**src/rtl/fir_l2_pkg.sv**
```systemverilog
// Shared definitions for the L=2 fast-FIR front/back ends: default widths, serializer
// state encoding and the rescale/narrow helpers used on every output sample.
package fir_l2_pkg;

    localparam int unsigned PAIR_WIDTH_DEF = 32'd64;
    localparam int unsigned OUT_WIDTH_DEF  = 32'd16;
    localparam int unsigned SHIFT_DEF      = 32'd30;
    localparam int unsigned FIFO_DEPTH_DEF = 32'd4;

    // Working width for rescaling; wide enough that the rounding add cannot overflow
    // for any PAIR_WIDTH up to 128.
    localparam int unsigned WIDE_W = 32'd130;

    typedef logic signed [WIDE_W-1:0] wide_t;

    typedef enum logic [1:0] {
        ST_IDLE = 2'd0,
        ST_EVEN = 2'd1,
        ST_ODD  = 2'd2
    } ser_state_e;

    typedef struct packed {
        logic  sat;
        wide_t value;
    } narrow_t;

    // Round half up, then arithmetic shift right by shift (shift >= 1).
    function automatic wide_t scale_round(input wide_t x, input int unsigned shift);
        wide_t half;
        half = wide_t'(1'b1) <<< (shift - 32'd1);
        return (x + half) >>> shift;
    endfunction

    // Clamp r into the signed range of out_w bits and flag whether clamping occurred.
    function automatic narrow_t sat_narrow(input wide_t r, input int unsigned out_w);
        wide_t   max_v;
        wide_t   min_v;
        narrow_t res;
        max_v = (wide_t'(1'b1) <<< (out_w - 32'd1)) - wide_t'(1'b1);
        min_v = -(wide_t'(1'b1) <<< (out_w - 32'd1));
        if (r > max_v) begin
            res.value = max_v;
            res.sat   = 1'b1;
        end else if (r < min_v) begin
            res.value = min_v;
            res.sat   = 1'b1;
        end else begin
            res.value = r;
            res.sat   = 1'b0;
        end
        return res;
    endfunction

endpackage

```
**src/rtl/fir_l2_pair_fifo.sv**
```systemverilog
// Synchronous FIFO of {even, odd} output pairs; pointers carry one extra wrap bit so
// full and empty are distinguished without a separate counter.
module fir_l2_pair_fifo
    import fir_l2_pkg::*;
#(
    parameter int unsigned WIDTH = 32'd128,
    parameter int unsigned DEPTH = 32'd4
) (
    input  logic                     clk,
    input  logic                     reset_n,
    input  logic                     clear_i,
    input  logic                     wr_en_i,
    input  logic [WIDTH-1:0]         wr_data_i,
    input  logic                     rd_en_i,
    output logic [WIDTH-1:0]         rd_data_o,
    output logic                     full_o,
    output logic                     empty_o,
    output logic [$clog2(DEPTH):0]   level_o
);

    localparam int unsigned AW = $clog2(DEPTH);
    localparam logic [AW:0] PTR_ONE = {{AW{1'b0}}, 1'b1};

    logic [AW:0]      wr_ptr_q;
    logic [AW:0]      wr_ptr_d;
    logic [AW:0]      rd_ptr_q;
    logic [AW:0]      rd_ptr_d;
    logic [WIDTH-1:0] mem_q [DEPTH];
    logic             wr_ok_s;
    logic             rd_ok_s;

    assign full_o    = (wr_ptr_q[AW] != rd_ptr_q[AW]) && (wr_ptr_q[AW-1:0] == rd_ptr_q[AW-1:0]);
    assign empty_o   = (wr_ptr_q == rd_ptr_q);
    assign level_o   = wr_ptr_q - rd_ptr_q;
    assign rd_data_o = mem_q[rd_ptr_q[AW-1:0]];
    assign wr_ok_s   = wr_en_i && !full_o && !clear_i;
    assign rd_ok_s   = rd_en_i && !empty_o && !clear_i;

    // Pointer next-state; clear returns both pointers to zero.
    always_comb begin
        wr_ptr_d = wr_ptr_q;
        rd_ptr_d = rd_ptr_q;
        if (clear_i) begin
            wr_ptr_d = '0;
            rd_ptr_d = '0;
        end else begin
            if (wr_ok_s) begin
                wr_ptr_d = wr_ptr_q + PTR_ONE;
            end else begin
                wr_ptr_d = wr_ptr_q;
            end
            if (rd_ok_s) begin
                rd_ptr_d = rd_ptr_q + PTR_ONE;
            end else begin
                rd_ptr_d = rd_ptr_q;
            end
        end
    end

    // Pointer registers.
    always_ff @(posedge clk or negedge reset_n) begin
        if (!reset_n) begin
            wr_ptr_q <= '0;
            rd_ptr_q <= '0;
        end else begin
            wr_ptr_q <= wr_ptr_d;
            rd_ptr_q <= rd_ptr_d;
        end
    end

    // Storage array; contents are don't-care until written, so no reset is needed.
    always_ff @(posedge clk) begin
        if (wr_ok_s) begin
            mem_q[wr_ptr_q[AW-1:0]] <= wr_data_i;
        end
    end

endmodule

```
**src/rtl/fir_l2_output_serializer.sv**
```systemverilog
// L=2 fast-FIR back end: buffers (y[2k], y[2k+1]) pairs, rescales them and emits one sample
// per cycle, even first. Define FIR_L2_SER_SAT_EN for saturating narrowing with a sticky flag.
module fir_l2_output_serializer
    import fir_l2_pkg::*;
#(
    parameter int unsigned PAIR_WIDTH = PAIR_WIDTH_DEF,
    parameter int unsigned OUT_WIDTH  = OUT_WIDTH_DEF,
    parameter int unsigned SHIFT      = SHIFT_DEF,
    parameter int unsigned FIFO_DEPTH = FIFO_DEPTH_DEF
) (
    input  logic                          clk,
    input  logic                          reset_n,
    input  logic                          clear_i,
    input  logic                          pair_valid_i,
    output logic                          pair_ready_o,
    input  logic [PAIR_WIDTH-1:0]         pair_even_i,
    input  logic [PAIR_WIDTH-1:0]         pair_odd_i,
    output logic                          out_valid_o,
    input  logic                          out_ready_i,
    output logic [OUT_WIDTH-1:0]          out_data_o,
    output logic                          out_phase_o,
    output logic [$clog2(FIFO_DEPTH):0]   fifo_level_o,
    output logic                          sat_sticky_o
);

    ser_state_e                 state_q;
    ser_state_e                 state_d;
    logic                       out_valid_q;
    logic                       out_valid_d;
    logic [OUT_WIDTH-1:0]       out_data_q;
    logic [OUT_WIDTH-1:0]       out_data_d;
    logic                       out_phase_q;
    logic                       out_phase_d;
    logic [OUT_WIDTH-1:0]       odd_q;
    logic [OUT_WIDTH-1:0]       odd_d;

    logic                       fifo_full_s;
    logic                       fifo_empty_s;
    logic                       pop_s;
    logic                       hs_s;
    logic [2*PAIR_WIDTH-1:0]    fifo_rd_s;
    logic signed [PAIR_WIDTH-1:0] even_raw_s;
    logic signed [PAIR_WIDTH-1:0] odd_raw_s;
    wide_t                      even_r_s;
    wide_t                      odd_r_s;
    logic [OUT_WIDTH-1:0]       even_scaled_s;
    logic [OUT_WIDTH-1:0]       odd_scaled_s;

    fir_l2_pair_fifo #(
        .WIDTH (2 * PAIR_WIDTH),
        .DEPTH (FIFO_DEPTH)
    ) u_fifo (
        .clk       (clk),
        .reset_n   (reset_n),
        .clear_i   (clear_i),
        .wr_en_i   (pair_valid_i),
        .wr_data_i ({pair_even_i, pair_odd_i}),
        .rd_en_i   (pop_s),
        .rd_data_o (fifo_rd_s),
        .full_o    (fifo_full_s),
        .empty_o   (fifo_empty_s),
        .level_o   (fifo_level_o)
    );

    // Ready depends only on registered pointers, never on out_ready_i.
    assign pair_ready_o = !fifo_full_s;
    assign hs_s         = out_valid_q && out_ready_i;
    assign even_raw_s   = signed'(fifo_rd_s[2*PAIR_WIDTH-1:PAIR_WIDTH]);
    assign odd_raw_s    = signed'(fifo_rd_s[PAIR_WIDTH-1:0]);
    assign even_r_s     = scale_round(wide_t'(even_raw_s), SHIFT);
    assign odd_r_s      = scale_round(wide_t'(odd_raw_s), SHIFT);

`ifdef FIR_L2_SER_SAT_EN
    narrow_t even_n_s;
    narrow_t odd_n_s;
    logic    sat_sticky_q;
    logic    sat_sticky_d;
    logic    unused_bits_s;

    assign even_n_s      = sat_narrow(even_r_s, OUT_WIDTH);
    assign odd_n_s       = sat_narrow(odd_r_s, OUT_WIDTH);
    assign even_scaled_s = even_n_s.value[OUT_WIDTH-1:0];
    assign odd_scaled_s  = odd_n_s.value[OUT_WIDTH-1:0];
    assign unused_bits_s = ^{even_n_s.value[WIDE_W-1:OUT_WIDTH], odd_n_s.value[WIDE_W-1:OUT_WIDTH]};
    assign sat_sticky_o  = sat_sticky_q;

    // Sticky flag accumulates clamps of samples entering the output stage.
    always_comb begin
        sat_sticky_d = sat_sticky_q;
        if (clear_i) begin
            sat_sticky_d = 1'b0;
        end else if (pop_s && (even_n_s.sat || odd_n_s.sat)) begin
            sat_sticky_d = 1'b1;
        end else begin
            sat_sticky_d = sat_sticky_q;
        end
    end

    // Sticky flag register.
    always_ff @(posedge clk or negedge reset_n) begin
        if (!reset_n) begin
            sat_sticky_q <= 1'b0;
        end else begin
            sat_sticky_q <= sat_sticky_d;
        end
    end
`else
    logic unused_bits_s;

    // Without saturation the low bits wrap in two's complement.
    assign even_scaled_s = even_r_s[OUT_WIDTH-1:0];
    assign odd_scaled_s  = odd_r_s[OUT_WIDTH-1:0];
    assign unused_bits_s = ^{even_r_s[WIDE_W-1:OUT_WIDTH], odd_r_s[WIDE_W-1:OUT_WIDTH]};
    assign sat_sticky_o  = 1'b0;
`endif

    // Serializer state register.
    always_ff @(posedge clk or negedge reset_n) begin
        if (!reset_n) begin
            state_q <= ST_IDLE;
        end else begin
            state_q <= state_d;
        end
    end

    // Next-state: ODD chains straight into EVEN when another pair is waiting.
    always_comb begin
        state_d = state_q;
        if (clear_i) begin
            state_d = ST_IDLE;
        end else begin
            case (state_q)
                ST_IDLE: begin
                    if (!fifo_empty_s) state_d = ST_EVEN;
                    else               state_d = ST_IDLE;
                end
                ST_EVEN: begin
                    if (hs_s) state_d = ST_ODD;
                    else      state_d = ST_EVEN;
                end
                ST_ODD: begin
                    if (hs_s && !fifo_empty_s)   state_d = ST_EVEN;
                    else if (hs_s)               state_d = ST_IDLE;
                    else                         state_d = ST_ODD;
                end
                default: state_d = ST_IDLE;
            endcase
        end
    end

    // Output-stage next values, FIFO pop decision and scaled-pair load.
    always_comb begin
        pop_s       = 1'b0;
        out_valid_d = out_valid_q;
        out_data_d  = out_data_q;
        out_phase_d = out_phase_q;
        odd_d       = odd_q;
        if (clear_i) begin
            out_valid_d = 1'b0;
            out_phase_d = 1'b0;
        end else begin
            case (state_q)
                ST_IDLE: begin
                    pop_s = !fifo_empty_s;
                end
                ST_EVEN: begin
                    if (hs_s) begin
                        out_data_d  = odd_q;
                        out_phase_d = 1'b1;
                    end else begin
                        out_phase_d = 1'b0;
                    end
                end
                ST_ODD: begin
                    if (hs_s && !fifo_empty_s) begin
                        pop_s = 1'b1;
                    end else if (hs_s) begin
                        out_valid_d = 1'b0;
                        out_phase_d = 1'b0;
                    end else begin
                        out_phase_d = 1'b1;
                    end
                end
                default: begin
                    out_valid_d = 1'b0;
                    out_phase_d = 1'b0;
                end
            endcase
            if (pop_s) begin
                out_valid_d = 1'b1;
                out_data_d  = even_scaled_s;
                out_phase_d = 1'b0;
                odd_d       = odd_scaled_s;
            end else begin
                odd_d = odd_q;
            end
        end
    end

    // Output-stage registers.
    always_ff @(posedge clk or negedge reset_n) begin
        if (!reset_n) begin
            out_valid_q <= 1'b0;
            out_data_q  <= '0;
            out_phase_q <= 1'b0;
            odd_q       <= '0;
        end else begin
            out_valid_q <= out_valid_d;
            out_data_q  <= out_data_d;
            out_phase_q <= out_phase_d;
            odd_q       <= odd_d;
        end
    end

    assign out_valid_o = out_valid_q;
    assign out_data_o  = out_data_q;
    assign out_phase_o = out_phase_q;

endmodule
```
**config.mk**
```make
export PLATFORM = sky130hd
export DESIGN_NAME = fir_l2_output_serializer
export DESIGN_NICKNAME = d
export VERILOG_FILES = /design/src/rtl/fir_l2_pkg.sv /design/src/rtl/fir_l2_pair_fifo.sv /design/src/rtl/fir_l2_output_serializer.sv
export SDC_FILE = /design/constraint.sdc
export NUM_CORES = 1
export LEC_CHECK = 0
export BUFFER_PORTS_ARGS = -buffer_cell sky130_fd_sc_hd__buf_2
export CAP_MARGIN = 5
export CORE_UTILIZATION = 50
export CTS_CLUSTER_SIZE = 12
export DETAILED_ROUTE_END_ITERATION = 6
export PLACE_DENSITY = 0.84
export SYNTH_ARGS = -nofsm -noshare
export SYNTH_HDL_FRONTEND = slang
export SYNTH_SLANG_ARGS = --single-unit
```
**constraint.sdc**
```tcl
create_clock -name clk -period 7.6 [get_ports clk]
set_clock_uncertainty 0.05 [all_clocks]
set_input_delay 1.52 -clock clk [delete_from_list [all_inputs] [get_ports clk]]
set_output_delay 1.52 -clock clk [all_outputs]
set_load 0.05 [all_outputs]
```
=== Yosys cells after proc, flatten, opt, wreduce, memory -nomap -nowiden ===
Memory sizes are Yosys's and may differ from the RTL's.
Index checks and enable logic that the tools add are counted.

* Mux-type cells: 30
* Add/sub/neg operators: 5
* Shifts and indexed selects: 0
* Divide/modulo/power cells: 0
* Order comparisons: 0
* Bitwise operators: 1
* Equality and inequality tests: 9
* $mul: 0
* Reduce and logical (&&, ||, !) cells: 20

{| class="wikitable"
|+ Operators with widths
! cell !! count
|-
| 46-bit by 31-bit adder with 46-bit output (second input constant) || 2
|-
| 16-bit two-way mux || 3
|-
| 1-bit two-way mux || 15
|-
| 3-bit two-way mux || 4
|-
| 2-bit two-way mux || 4
|-
| 4-bit inequality test (second input constant) || 2
|-
| 2-bit nonzero test || 4
|-
| 1-bit logical AND || 7
|-
| 3-bit by 1-bit adder with 3-bit output (second input constant) || 2
|-
| 2-bit one-hot mux with 3 select lines || 1
|-
| 3-bit AND reduction || 2
|-
| 1-bit one-hot mux with 2 select lines || 2
|-
| 2-bit AND reduction || 2
|-
| 3-bit equality test || 1
|-
| 1-bit logical NOT || 3
|-
| 3-bit by 1-bit inequality test with 1-bit output (second input constant) || 1
|-
| 3-bit inequality test (second input constant) || 1
|-
| 1-bit one-hot mux with 3 select lines || 1
|-
| 3-bit subtractor || 1
|-
| 2-bit by 1-bit equality test with 1-bit output (second input constant) || 1
|-
| 2-bit equality test || 1
|-
| 2-bit equality test (second input constant) || 1
|-
| 2-bit logical NOT || 1
|-
| 2-bit OR reduction || 1
|-
| other kinds (2) || 2
|}

* Latch bits: 0
* Memories kept: 1
* Memory bits (writable): 512
* Memory bits (read-only): 0
* Flip-flop bits (word level): 42
* Word-level logic and storage cells: 73
* Output and inout port bits: 23

{| class="wikitable"
|+ Memory list
! name !! depth !! width !! rd ports !! clocked after memory_dff !! write ports !! line !! RTL
|-
| u_fifo.mem_q || 4 || 128 || 1 || 0 || 1 || fir_l2_pair_fifo.sv:28 || <nowiki>logic [WIDTH-1:0] mem_q [DEPTH];</nowiki>
|}

=== Longest topological paths before layout ===
Gate-level depths: netlist of the first run.

* Depth in word-level cells: 11
* Mapped depth: 11

=== Hierarchy ===
A second synthesis of the first run with hierarchy kept.

* Cell total of the unflattened synthesis: 967
* Area total of the unflattened synthesis: 21194.1 um2

{| class="wikitable"
|+ By module, submodules not included
! module !! sequential area each (um2) !! area an instance (um2) !! cells each !! times used
|-
| fir_l2_pair_fifo || 15524.9 || 19079.5 || 732 || 1
|-
| fir_l2_output_serializer || 900.9 || 2114.5 || 235 || 1
|}

=== Worst setup path before layout of the first run ===
Ideal clock, no wire load.

* Path type: register to register
* From: register u_fifo.rd_ptr_q[1]
* To: memory u_fifo.mem_q[0][100] (netlist name) (enable)
* Cell stages (with the launch flop): 11
* Buffers on the path: 3
* Data arrival time: 3.076 ns
* Period minus slack after synthesis: 3.521 ns
* Path slack: 4.079 ns
* Data required time: 7.156 ns
* Cells stage by stage: dfrtp_1 > buf_4 > buf_4 > buf_2 > inv_1 > ha_1 > and2_1 > nand2b_1 > nand2_1 > nor2_1 > and2_1

* Cells in the longest elaborated chain, start to end: 7

{| class="wikitable"
|+ Ends and longest elaborated chain
! item !! line !! RTL
|-
| start, declared || fir_l2_pair_fifo.sv:26 || <nowiki>logic [AW:0] rd_ptr_q;</nowiki>
|-
| start signal, assigned || fir_l2_pair_fifo.sv:67 || <nowiki>rd_ptr_q <= rd_ptr_d;</nowiki>
|-
| 2-bit equality test || fir_l2_pair_fifo.sv:32 || <nowiki>assign full_o = (wr_ptr_q[AW] != rd_ptr_q[AW]) && (wr_ptr_q[AW-1:0] == rd_ptr_q[AW-1:0]);</nowiki>
|-
| 1-bit logical AND || fir_l2_pair_fifo.sv:32 ||
|-
| 1-bit logical NOT || -- ||
|-
| named net pair_ready_o || fir_l2_output_serializer.sv:15 || <nowiki>output logic pair_ready_o,</nowiki>
|-
| 1-bit logical AND (2 in series) || fir_l2_pair_fifo.sv:36 || <nowiki>assign wr_ok_s = wr_en_i && !full_o && !clear_i;</nowiki>
|-
| 1-bit two-way mux || fir_l2_pair_fifo.sv:73 || <nowiki>if (wr_ok_s) begin</nowiki>
|-
| 1-bit two-way mux (implied by the code) || fir_l2_pair_fifo.sv:74 || <nowiki>mem_q[wr_ptr_q[AW-1:0]] <= wr_data_i;</nowiki>
|-
| end, declared || fir_l2_pair_fifo.sv:28 ||
|}

The timed path passes the listed nets, and every way through them passes these cells.

=== Final worst setup path of the first run ===
* From: register u_fifo.rd_ptr_q[1]
* To: output pair_ready_o

* Cells in the longest elaborated chain, start to end: 3

{| class="wikitable"
|+ Ends and longest elaborated chain
! item !! line !! RTL
|-
| 2-bit equality test || fir_l2_pair_fifo.sv:32 ||
|-
| 1-bit logical AND || fir_l2_pair_fifo.sv:32 ||
|-
| 1-bit logical NOT || fir_l2_output_serializer.sv:66 || <nowiki>assign pair_ready_o = !fifo_full_s;</nowiki>
|-
| end, declared || fir_l2_output_serializer.sv:15 ||
|}

No other way between the ends.

==> flow_metrics.env, run 1 <==
export IMPL_critPathCaptureType="output pin"
export IMPL_synth_compound_area_share_pct=5.29
export IMPL_core_area_mm2=0.0146
export IMPL_slew_headroom_pct=24.0
export IMPL_synth_most_common_cell="edfxtp_1"
export IMPL_cts_root_buf="clkbuf_16"
export IMPL_drtIter0Drc=313
export IMPL_die_w_um=125
export IMPL_cp_start_kind="flop"
export IMPL_crit_path_top_delay_cell="buf_4"
export IMPL_grt_pass1_vias=4296
export IMPL_diodes=0
export IMPL_ys_top_cells_by_area="edfxtp_1 (54%), dfrtp_1 (14%), mux4_1 (7.3%), mux4_2 (3.9%), xnor2_1 (3.0%)"
export IMPL_clock_latency_ns=0.43
export IMPL_cp_top_family="buffers and inverters"
export IMPL_slowest_delay_ns=0.46
export IMPL_path_cells="buf_4 -> inv_1 -> ha_1 -> and2_1 -> nand2b_1 -> buf_2"
export IMPL_nets=661
export IMPL_yosys_warnings=0
export IMPL_die_h_um=125
export IMPL_routed_via_density=5.92
export IMPL_final_setup_viol_count=0
export IMPL_yosysSeqAreaShare_pct=67.8
export IMPL_synth_net_count=593
export IMPL_worst_hold_slack_ns=0.469
export IMPL_nFillCells=1055
export IMPL_leakage_nw=3.02
export IMPL_synthSimpleGateAreaFrac_pct=7.54
export IMPL_fin_crit_ns=3.97
export IMPL_start_util_pct=51.7
export IMPL_groute_usage_overall_pct=20.3
export IMPL_drive_gt1_share_pct=23.7
export IMPL_grt_first_pass_wirelength_um=23400
export IMPL_antenna_left=0
export IMPL_required_ns=6.03
export IMPL_rsz0062_at_grt="no"
export IMPL_fin_cells=715
export IMPL_dp_cells=683
export IMPL_yosysTopAreaCell="edfxtp_1"
export IMPL_core_rowCount=44
export IMPL_ir_worst_vdd_mv=0.208
export IMPL_cts_buffers=17
export IMPL_synth_xor_xnor_area_share_pct=3.70
export IMPL_ys_seq_elements=178
export IMPL_syn_area_mm2=0.00757
export IMPL_hold_buffers=0
export IMPL_cts_tree="done"
export IMPL_fin_crit_sh_pct=52.3
export IMPL_netlist_instances=450
export IMPL_power_density_mw_per_mm2=365
export IMPL_grt_max_degree=43
export IMPL_globalRouteOverflowTotal=0
export IMPL_synth_commonest_cells="edfxtp_1 (136), dfrtp_1 (42), nor2_1 (32), xnor2_1 (26), a21oi_1 (25)"
export IMPL_status="finished with violations"
export IMPL_ctsHtreeMaxLevel=4
export IMPL_drc_errors=8
export IMPL_cts_resized=0
export IMPL_clock_sinks=178
export IMPL_synth_edff_count=136
export IMPL_fmaxAchievable_ghz=0.252
export IMPL_antenna_found_initial=0
export IMPL_dp_hpwl_um=9500
export IMPL_placed_area_mm2=0.00803
export IMPL_worst_pin_slew_ns=1.14
export IMPL_wl_per_cell_um=20.7
export IMPL_hold_violations=0
export IMPL_finalInstanceArea_mm2=0.00861
export IMPL_path_class="flop to output pin"
export IMPL_tns_ns=0
export IMPL_cp_num_buf_inv=3
export IMPL_drv_cap=0
export IMPL_synthMuxAreaShare_pct=11.6
export IMPL_gp_congestion=0.823
export IMPL_synth_flop_cell="edfxtp_1"
export IMPL_yosys_area_share_adder_pct=1.75
export IMPL_drv_slew=0
export IMPL_setup_ws_ns=3.63
export IMPL_clk_pin_slew_ns=0.06
export IMPL_synth_cell_types=56
export IMPL_violations="DRC"
export IMPL_port_buffers=60
export IMPL_cp_max_fo=36
export IMPL_syn_to_final_growth_pct=13.7
export IMPL_dr_total_vias=4231
export IMPL_drt_wl_total_um=14800
export IMPL_pin_count=156
export IMPL_post_cts_setup_buffers=0
export IMPL_first_pass_iters=7
export IMPL_crit_arrival_ns=2.40
export IMPL_synth_area_per_cell_um2=16.8
export IMPL_synth_async_reset_ratio_pct=23.6
export IMPL_min_path_type="flop to flop"
export IMPL_dp_slack_ns=3.77
export IMPL_synth_top_family_by_area="multiplexers"
export IMPL_die_area_mm2=0.0156
export IMPL_clk_path_buf_depth=2
export IMPL_synth_top_area_share_pct=54.0
==> cell type report <==
type	count	area (µm²)	share of cell area (%)
tap	184	230	2.67
timing repair buffer	67	353	4.10
inverter	11	41.3	0.480
multi-input combinational	243	2270	26.3
clock inverter	13	150	1.74
clock buffer	19	433	5.03
sequential	178	5140	59.7
==> final timing paths <==
kind                               startpoint                 end  slack [ns]  cells past startpoint
setup / recovery           u_fifo.rd_ptr_q[1]        pair_ready_o        3.63                      6
hold / removal                  out_data_o[0]       out_data_o[0]        0.47                      2
setup reg to reg           u_fifo.rd_ptr_q[1]       out_data_o[4]        4.02                      8
hold reg to reg                 out_data_o[0]       out_data_o[0]        0.47                      2
max in group asynchronous             reset_n  u_fifo.rd_ptr_q[0]        5.68                      1
min in group asynchronous             reset_n  u_fifo.wr_ptr_q[2]        1.19                      1
==> worst reg2reg max path: stages, from the launching register on <==
cell      delay [ns]
dfrtp_1         0.39
buf_4           0.46
inv_1           0.14
ha_1            0.33
and2_1          0.21
a211o_1         0.53
a21oi_1         0.99
nor2_1          0.12
a221oi_1        0.27
==> registers in the layout, summed over array words and instances (netlist names) <==
register and flops:
out_valid_o 1, u_fifo.wr_ptr_q 3, u_fifo.rd_ptr_q 3, out_phase_o 1, out_data_o 16, u_fifo.mem_q 136
state_q 2, odd_q 16
==> per-layer routing <==
metal / GRT usage (%) / wire length, µm
met5: 0 / 0
met4: 8.75 / 391
met3: 5.09 / 761
met2: 34.3 / 7600
met1: 25.0 / 6010
==> logic make-up (layout without fill, tap and decap cells) <==
| family | after synthesis | count (layout) |
|---|---|---|
| AOI/OAI and AO/OA | 61 | 61 |
| other | 1 | 1 |
| muxes | 37 | 37 |
| adders and majority gates | 10 | 10 |
| xor gates and xnor gates | 32 | 32 |
| and+or+nand+nor | 102 | 102 |
| buffers and inverters | 29 | 110 |
| DFF | 178 | 178 |
==> cells in the final DEF, fill, tap and decap left out, types with 13 or more instances in the layout <==
| master | Yosys | routed |
|---|---|---|
| a21oi_1 | 25 | 25 |
| buf_2 | 3 | 60 |
| clkbuf_16 | 0 | 17 |
| dfrtp_1 | 42 | 41 |
| edfxtp_1 | 136 | 136 |
| mux4_1 | 21 | 21 |
| mux4_2 | 13 | 13 |
| nand2_1 | 16 | 16 |
| nor2_1 | 32 | 31 |
| xnor2_1 | 26 | 26 |
==> per-stage QoR <==
stage          utilization (%)  power (W)
2_1_floorplan                -    0.00205
3_3_place_gp              54.8    0.00224
3_5_place_dp              54.8    0.00229
4_1_cts                   58.8    0.00315
5_1_grt                   58.8    0.00327
6_report                  58.8    0.00314
==> where the power goes <==
part	switching, W	internal, W	leakage, nW
clock network	0.000371	0.000490	0.275
registers	0.0000803	0.00117	1.73
logic	0.000674	0.000354	1.01
total	0.00112	0.00202	3.02
Power figures use the tool's default switching activity.
==> inputs of run 2 (changes only) <==
==> constraint.sdc (replaced) <==
create_clock -name clk -period 3.8 [get_ports clk]
set_clock_uncertainty 0.05 [all_clocks]
set_input_delay 0.76 -clock clk [delete_from_list [all_inputs] [get_ports clk]]
set_output_delay 0.76 -clock clk [all_outputs]
set_load 0.05 [all_outputs]
==> run 2 against run 1 <==
Net effect: the run still ends with DRC left; setup slack got worse by 2.7 ns; power is 100% higher; first-iteration DRC count fell by 36%; clock-buffer cell count is 2 lower; wire length grew 2.3%; critical path depth down 2; cell area increased by 0.22%; critical endpoint is now fifo_level_o[2]; highest routed layer unchanged.
==> flow_metrics.env, run 2 (synthesized netlist as in run 1, its figures left out) <==
export IMPL_drive_gt1_share_pct=24.5
export IMPL_path_class="flop to output pin"
export IMPL_cp_max_fo=36
export IMPL_power_density_mw_per_mm2=727
export IMPL_die_h_um=125
export IMPL_finalInstanceArea_mm2=0.00863
export IMPL_antenna_left=0
export IMPL_nFillCells=1052
export IMPL_gp_congestion=0.837
export IMPL_layout_commonest_cell="edfxtp_1"
export IMPL_clock_latency_ns=0.43
export IMPL_tns_ns=0
export IMPL_die_w_um=125
export IMPL_hold_buffers=0
export IMPL_first_pass_iters=7
export IMPL_grt_pass1_vias=4476
export IMPL_groute_usage_overall_pct=20.4
export IMPL_drt_wl_total_um=15100
export IMPL_met3_length_um=809
export IMPL_rsz0062_at_grt="no"
export IMPL_pin_count=156
export IMPL_fin_crit_ns=2.82
export IMPL_hold_violations=0
export IMPL_violations="DRC"
export IMPL_nets=664
export IMPL_drtIter0Drc=199
export IMPL_antenna_found_initial=0
export IMPL_largest_reg_flops=136
export IMPL_fmaxAchievable_ghz=0.354
export IMPL_core_rowCount=44
export IMPL_wl_met2_um=7800
export IMPL_path_cells="buf_4 -> fa_1 -> xnor2_1 -> buf_2"
export IMPL_highest_layer="met4"
export IMPL_timing_rr_start="u_fifo.wr_ptr_q[0]"
export IMPL_cts_resized=0
export IMPL_drt_met1_wl_um=6010
export IMPL_final_setup_viol_count=0
export IMPL_ctsHtreeMaxLevel=4
export IMPL_clock_sinks=178
export IMPL_critPathCaptureType="output pin"
export IMPL_status="finished with violations"
export IMPL_post_cts_setup_buffers=0
export IMPL_drc_errors=9
export IMPL_grt_max_degree=43
export IMPL_wl_per_cell_um=21.0
export IMPL_cts_buffers=17
export IMPL_r2r_slack_ns=1.06
export IMPL_clk_pin_slew_ns=0.06
export IMPL_grt_first_pass_wirelength_um=23500
export IMPL_ir_worst_vdd_mv=0.357
export IMPL_crit_path_top_delay_cell="fa_1"
export IMPL_drv_cap=0
export IMPL_port_buffers=60
export IMPL_slowest_delay_ns=0.50
export IMPL_placed_area_mm2=0.00806
export IMPL_cts_root_buf="clkbuf_16"
export IMPL_rr_endpoint="out_data_o[8]"
export IMPL_cts_tree="done"
export IMPL_leakage_nw=3.03
export IMPL_rr_worst_depth=8
export IMPL_syn_to_final_growth_pct=14.0
export IMPL_globalRouteOverflowTotal=0
export IMPL_fin_crit_sh_pct=74.3
export IMPL_crit_arrival_ns=2.01
export IMPL_min_path_type="input pin to async pin"
export IMPL_cp_start_kind="flop"
export IMPL_dr_total_vias=4256
export IMPL_cp_top_family="buffers and inverters"
export IMPL_routed_via_density=5.93
export IMPL_diodes=0
export IMPL_cp_num_buf_inv=2
export IMPL_drv_slew=0
export IMPL_required_ns=2.99
export IMPL_dp_hpwl_um=9860
export IMPL_die_area_mm2=0.0156
export IMPL_slew_headroom_pct=36.7
export IMPL_start_util_pct=51.7
export IMPL_clk_path_buf_depth=2
export IMPL_layout_common_cells="edfxtp_1 (136), buf_2 (60), dfrtp_1 (41)"
export IMPL_worst_pin_slew_ns=0.949
export IMPL_core_area_mm2=0.0146
## run 2: changes by cell type in the layout (fill, tap and decap cells not counted)
| cell | previous run | this run |
|---|---|---|
| clkinv_2 | 0 | 5 |
| buf_4 | 7 | 9 |
| clkbuf_1 | 2 | 0 |
| clkinv_4 | 2 | 0 |
| inv_6 | 4 | 2 |
| buf_12 | 0 | 1 |
| clkinvlp_2 | 0 | 1 |
| clkinvlp_4 | 3 | 4 |
| inv_8 | 1 | 0 |
## run 2: cell type report
type,instances,area [µm²],area share (%)
clock inverters,15,141,1.64
flip-flops and latches,178,5140,59.5
clock buffers,17,425,4.93
inverters,11,41.3,0.479
well taps,184,230,2.67
multi-input cells,243,2270,26.3
repair buffers,70,388,4.50
## run 2: stage by stage
| stage | total power [W] | util (%) | hold slack (ns) | cells | setup slack [ns] |
|---|---|---|---|---|---|
| after floorplan | 0.00409 | - | 0.414 | 450 | 0.279 |
| after global placement | 0.00452 | 55.0 | 0.447 | 686 | 1.12 |
| after detailed placement | 0.00462 | 55.0 | 0.449 | 686 | 1.03 |
| after CTS | 0.00630 | 58.9 | 0.444 | 718 | 0.939 |
| after global routing | 0.00653 | 58.9 | 0.478 | 718 | 0.839 |
| final | 0.00627 | 58.9 | 0.427 | 718 | 0.977 |
## run 2: per-layer routing
layer  vias to the layer above  global-route usage [%]
met1                      2164                    23.8
li1                       1919                       -
met3                        33                    5.56
met4                         0                    11.2
met2                       140                    34.4
met5                         -                       0
## run 2: worst max path at each step
stage,to,slack [ns],from,cells after the start
finish,fifo_level_o[2],0.98,u_fifo.rd_ptr_q[1],4
global route,fifo_level_o[2],0.84,u_fifo.rd_ptr_q[1],4
CTS,fifo_level_o[2],0.94,u_fifo.rd_ptr_q[1],4
detailed placement,out_data_o[7],1.03,out_ready_i,7
global placement,out_data_o[5],1.12,out_ready_i,7
floorplan,u_fifo.mem_q[0][100],0.28,u_fifo.rd_ptr_q[1],10
## run 2: where the power goes
part,internal [W],switching (W),leakage (nW)
clock network,0.000959,0.000714,0.269
registers,0.00235,0.000156,1.73
logic,0.000738,0.00135,1.03
total,0.00404,0.00223,3.03
==> inputs of run 3 (changes only) <==
==> constraint.sdc (replaced) <==
create_clock -name clk -period 2.7 [get_ports clk]
set_clock_uncertainty 0.05 [all_clocks]
set_input_delay 0.54 -clock clk [delete_from_list [all_inputs] [get_ports clk]]
set_output_delay 0.54 -clock clk [all_outputs]
set_load 0.05 [all_outputs]
==> run 3 against run 2 <==
Net effect: flip-flop and latch count unchanged; critical path depth unchanged; die area unchanged; core utilization increased by 1.1 points; the run still ends with DRC left; first-iteration DRC count increased by 65%; cell area increased by 1.9%; power increased by 42%; largest power group unchanged; sequential share of layout area decreased by 1.1 points; combinational power increased by 44%; global-route usage decreased by 0.090 points; wire length decreased by 2.1%; sequential power increased by 42%.
==> flow_metrics.env, run 3 (synthesized netlist as in run 1, its figures left out) <==
export IMPL_hold_buffers=0
export IMPL_slowest_delay_ns=0.50
export IMPL_globalRouteOverflowTotal=0
export IMPL_routed_via_density=5.91
export IMPL_use_met3_pct=5.01
export IMPL_dp_hpwl_um=9970
export IMPL_leakage_nw=3.10
export IMPL_clk_path_buf_depth=2
export IMPL_drtIter0Drc=329
export IMPL_drive_gt1_share_pct=26.6
export IMPL_largest_reg_flops=136
export IMPL_drt_wl_total_um=14800
export IMPL_syn_to_final_growth_pct=16.1
export IMPL_crit_arrival_ns=1.96
export IMPL_fmaxAchievable_ghz=0.392
export IMPL_dp_slack_ns=0.180
export IMPL_rsz0062_at_grt="no"
export IMPL_path_class="flop to output pin"
export IMPL_core_rowCount=44
export IMPL_groute_usage_overall_pct=20.3
export IMPL_slew_headroom_pct=54.6
export IMPL_post_cts_setup_buffers=0
export IMPL_wl_per_cell_um=20.4
export IMPL_layout_common_cells="edfxtp_1 (136), buf_2 (59), dfrtp_1 (41)"
export IMPL_cts_buffers=17
export IMPL_worst_pin_slew_ns=0.680
export IMPL_cp_top_family="adder cells"
export IMPL_die_h_um=125
export IMPL_cp_num_buf_inv=1
export IMPL_cp_start_kind="flop"
export IMPL_status="finished with violations"
export IMPL_antenna_found_initial=1
export IMPL_cts_tree="done"
export IMPL_required_ns=2.11
export IMPL_min_path_type="input pin to async pin"
export IMPL_power_density_mw_per_mm2=1020
export IMPL_first_pass_iters=7
export IMPL_violations="DRC"
export IMPL_die_area_mm2=0.0156
export IMPL_die_w_um=125
export IMPL_gr_max_usage_layer="met2"
export IMPL_clock_latency_ns=0.42
export IMPL_nets=672
export IMPL_cp_max_fo=9
export IMPL_use_met1_pct=25.0
export IMPL_hold_violations=0
export IMPL_drc_errors=10
export IMPL_cts_root_buf="clkbuf_16"
export IMPL_critPathCaptureType="output pin"
export IMPL_finalPower_w=0.00893
export IMPL_placed_area_mm2=0.00820
export IMPL_pin_count=156
export IMPL_grt_max_degree=35
export IMPL_finalInstanceArea_mm2=0.00879
export IMPL_core_area_mm2=0.0146
export IMPL_antenna_left=0
export IMPL_setup_ws_ns=0.150
export IMPL_fin_crit_ns=2.55
export IMPL_grt_pass1_vias=4390
export IMPL_start_util_pct=51.7
export IMPL_grt_first_pass_wirelength_um=23400
export IMPL_port_buffers=60
export IMPL_use_met2_pct=33.9
export IMPL_ir_worst_vdd_mv=0.597
export IMPL_nFillCells=1019
export IMPL_fin_crit_sh_pct=94.4
export IMPL_final_setup_viol_count=0
export IMPL_dr_total_vias=4292
export IMPL_drv_cap=0
export IMPL_clock_sinks=178
export IMPL_crit_path_top_delay_cell="dfrtp_2"
export IMPL_layout_commonest_cell="edfxtp_1"
export IMPL_drv_slew=0
export IMPL_clk_pin_slew_ns=0.07
export IMPL_ctsHtreeMaxLevel=4
export IMPL_path_cells="ha_1 -> fa_1 -> xnor2_1 -> clkbuf_4"
export IMPL_gp_congestion=0.869
==> run 3: worst register-to-register path, stage by stage, from the launching register on <==
cell and delay [ns]:
dfrtp_2 0.51, buf_4 0.31, mux4_1 0.66, ha_1 0.28
nand2_1 0.17, nor4_1 0.08, xnor2_1 0.20, a21boi_1 0.10
==> run 3: cell type report <==
class / count / area, µm² / area share (%)
Clock inverter: 12 / 141 / 1.61
Antenna cell: 1 / 2.50 / 0.0285
Multi-Input combinational cell: 243 / 2310 / 26.2
Inverter: 11 / 41.3 / 0.470
Timing Repair Buffer: 78 / 500 / 5.69
Clock buffer: 19 / 433 / 4.92
Tap cell: 184 / 230 / 2.62
Sequential cell: 178 / 5140 / 58.4
==> run 3: where the power goes <==
group	internal, W	switching (W)	total (W)
Sequential	0.00330	0.000238	0.00354
Combinational	0.00110	0.00191	0.00300
Clock	0.00143	0.000955	0.00239
==> run 3: what timing repair did <==
| item | in CTS | in global routing |
|---|---|---|
| endpoints found under the setup margin | 0 | 3 |
| endpoints found under the hold margin | 0 | 0 |
| gates resized for setup | 0 | 4 |
==> run 3: metal layers <==
metal | up-vias | wire [µm]
li1 | 1933 | -
met1 | 2159 | 6030
met2 | 171 | 7510
met3 | 29 | 925
met4 | 0 | 331
met5 | - | 0
==> run 3: stage by stage <==
stage,hold slack (ns),std cells,TNS [ns],util [%]
2_1_floorplan,0.194,450,-0.0620,-
3_3_place_gp,0.445,694,0,56.0
3_5_place_dp,0.458,694,0,56.0
4_1_cts,0.103,725,0,59.9
5_1_grt,0.141,726,0,60.0
6_report,0.102,726,0,60.0
==> run 3: path summary, 6_finish.rpt <==
check / from / endpoint / slack (ns) / depth (start not counted)
setup / recovery: u_fifo.rd_ptr_q[0] / fifo_level_o[2] / 0.15 / 4
hold / removal: reset_n / u_fifo.rd_ptr_q[1] / 0.10 / 1
setup reg to reg: u_fifo.rd_ptr_q[0] / odd_q[11] / 0.22 / 7
hold reg to reg: out_data_o[2] / out_data_o[2] / 0.46 / 2
max in group asynchronous: reset_n / odd_q[10] / 1.86 / 2
min in group clk: pair_even_i[38] / u_fifo.mem_q[2][102] / 0.28 / 1
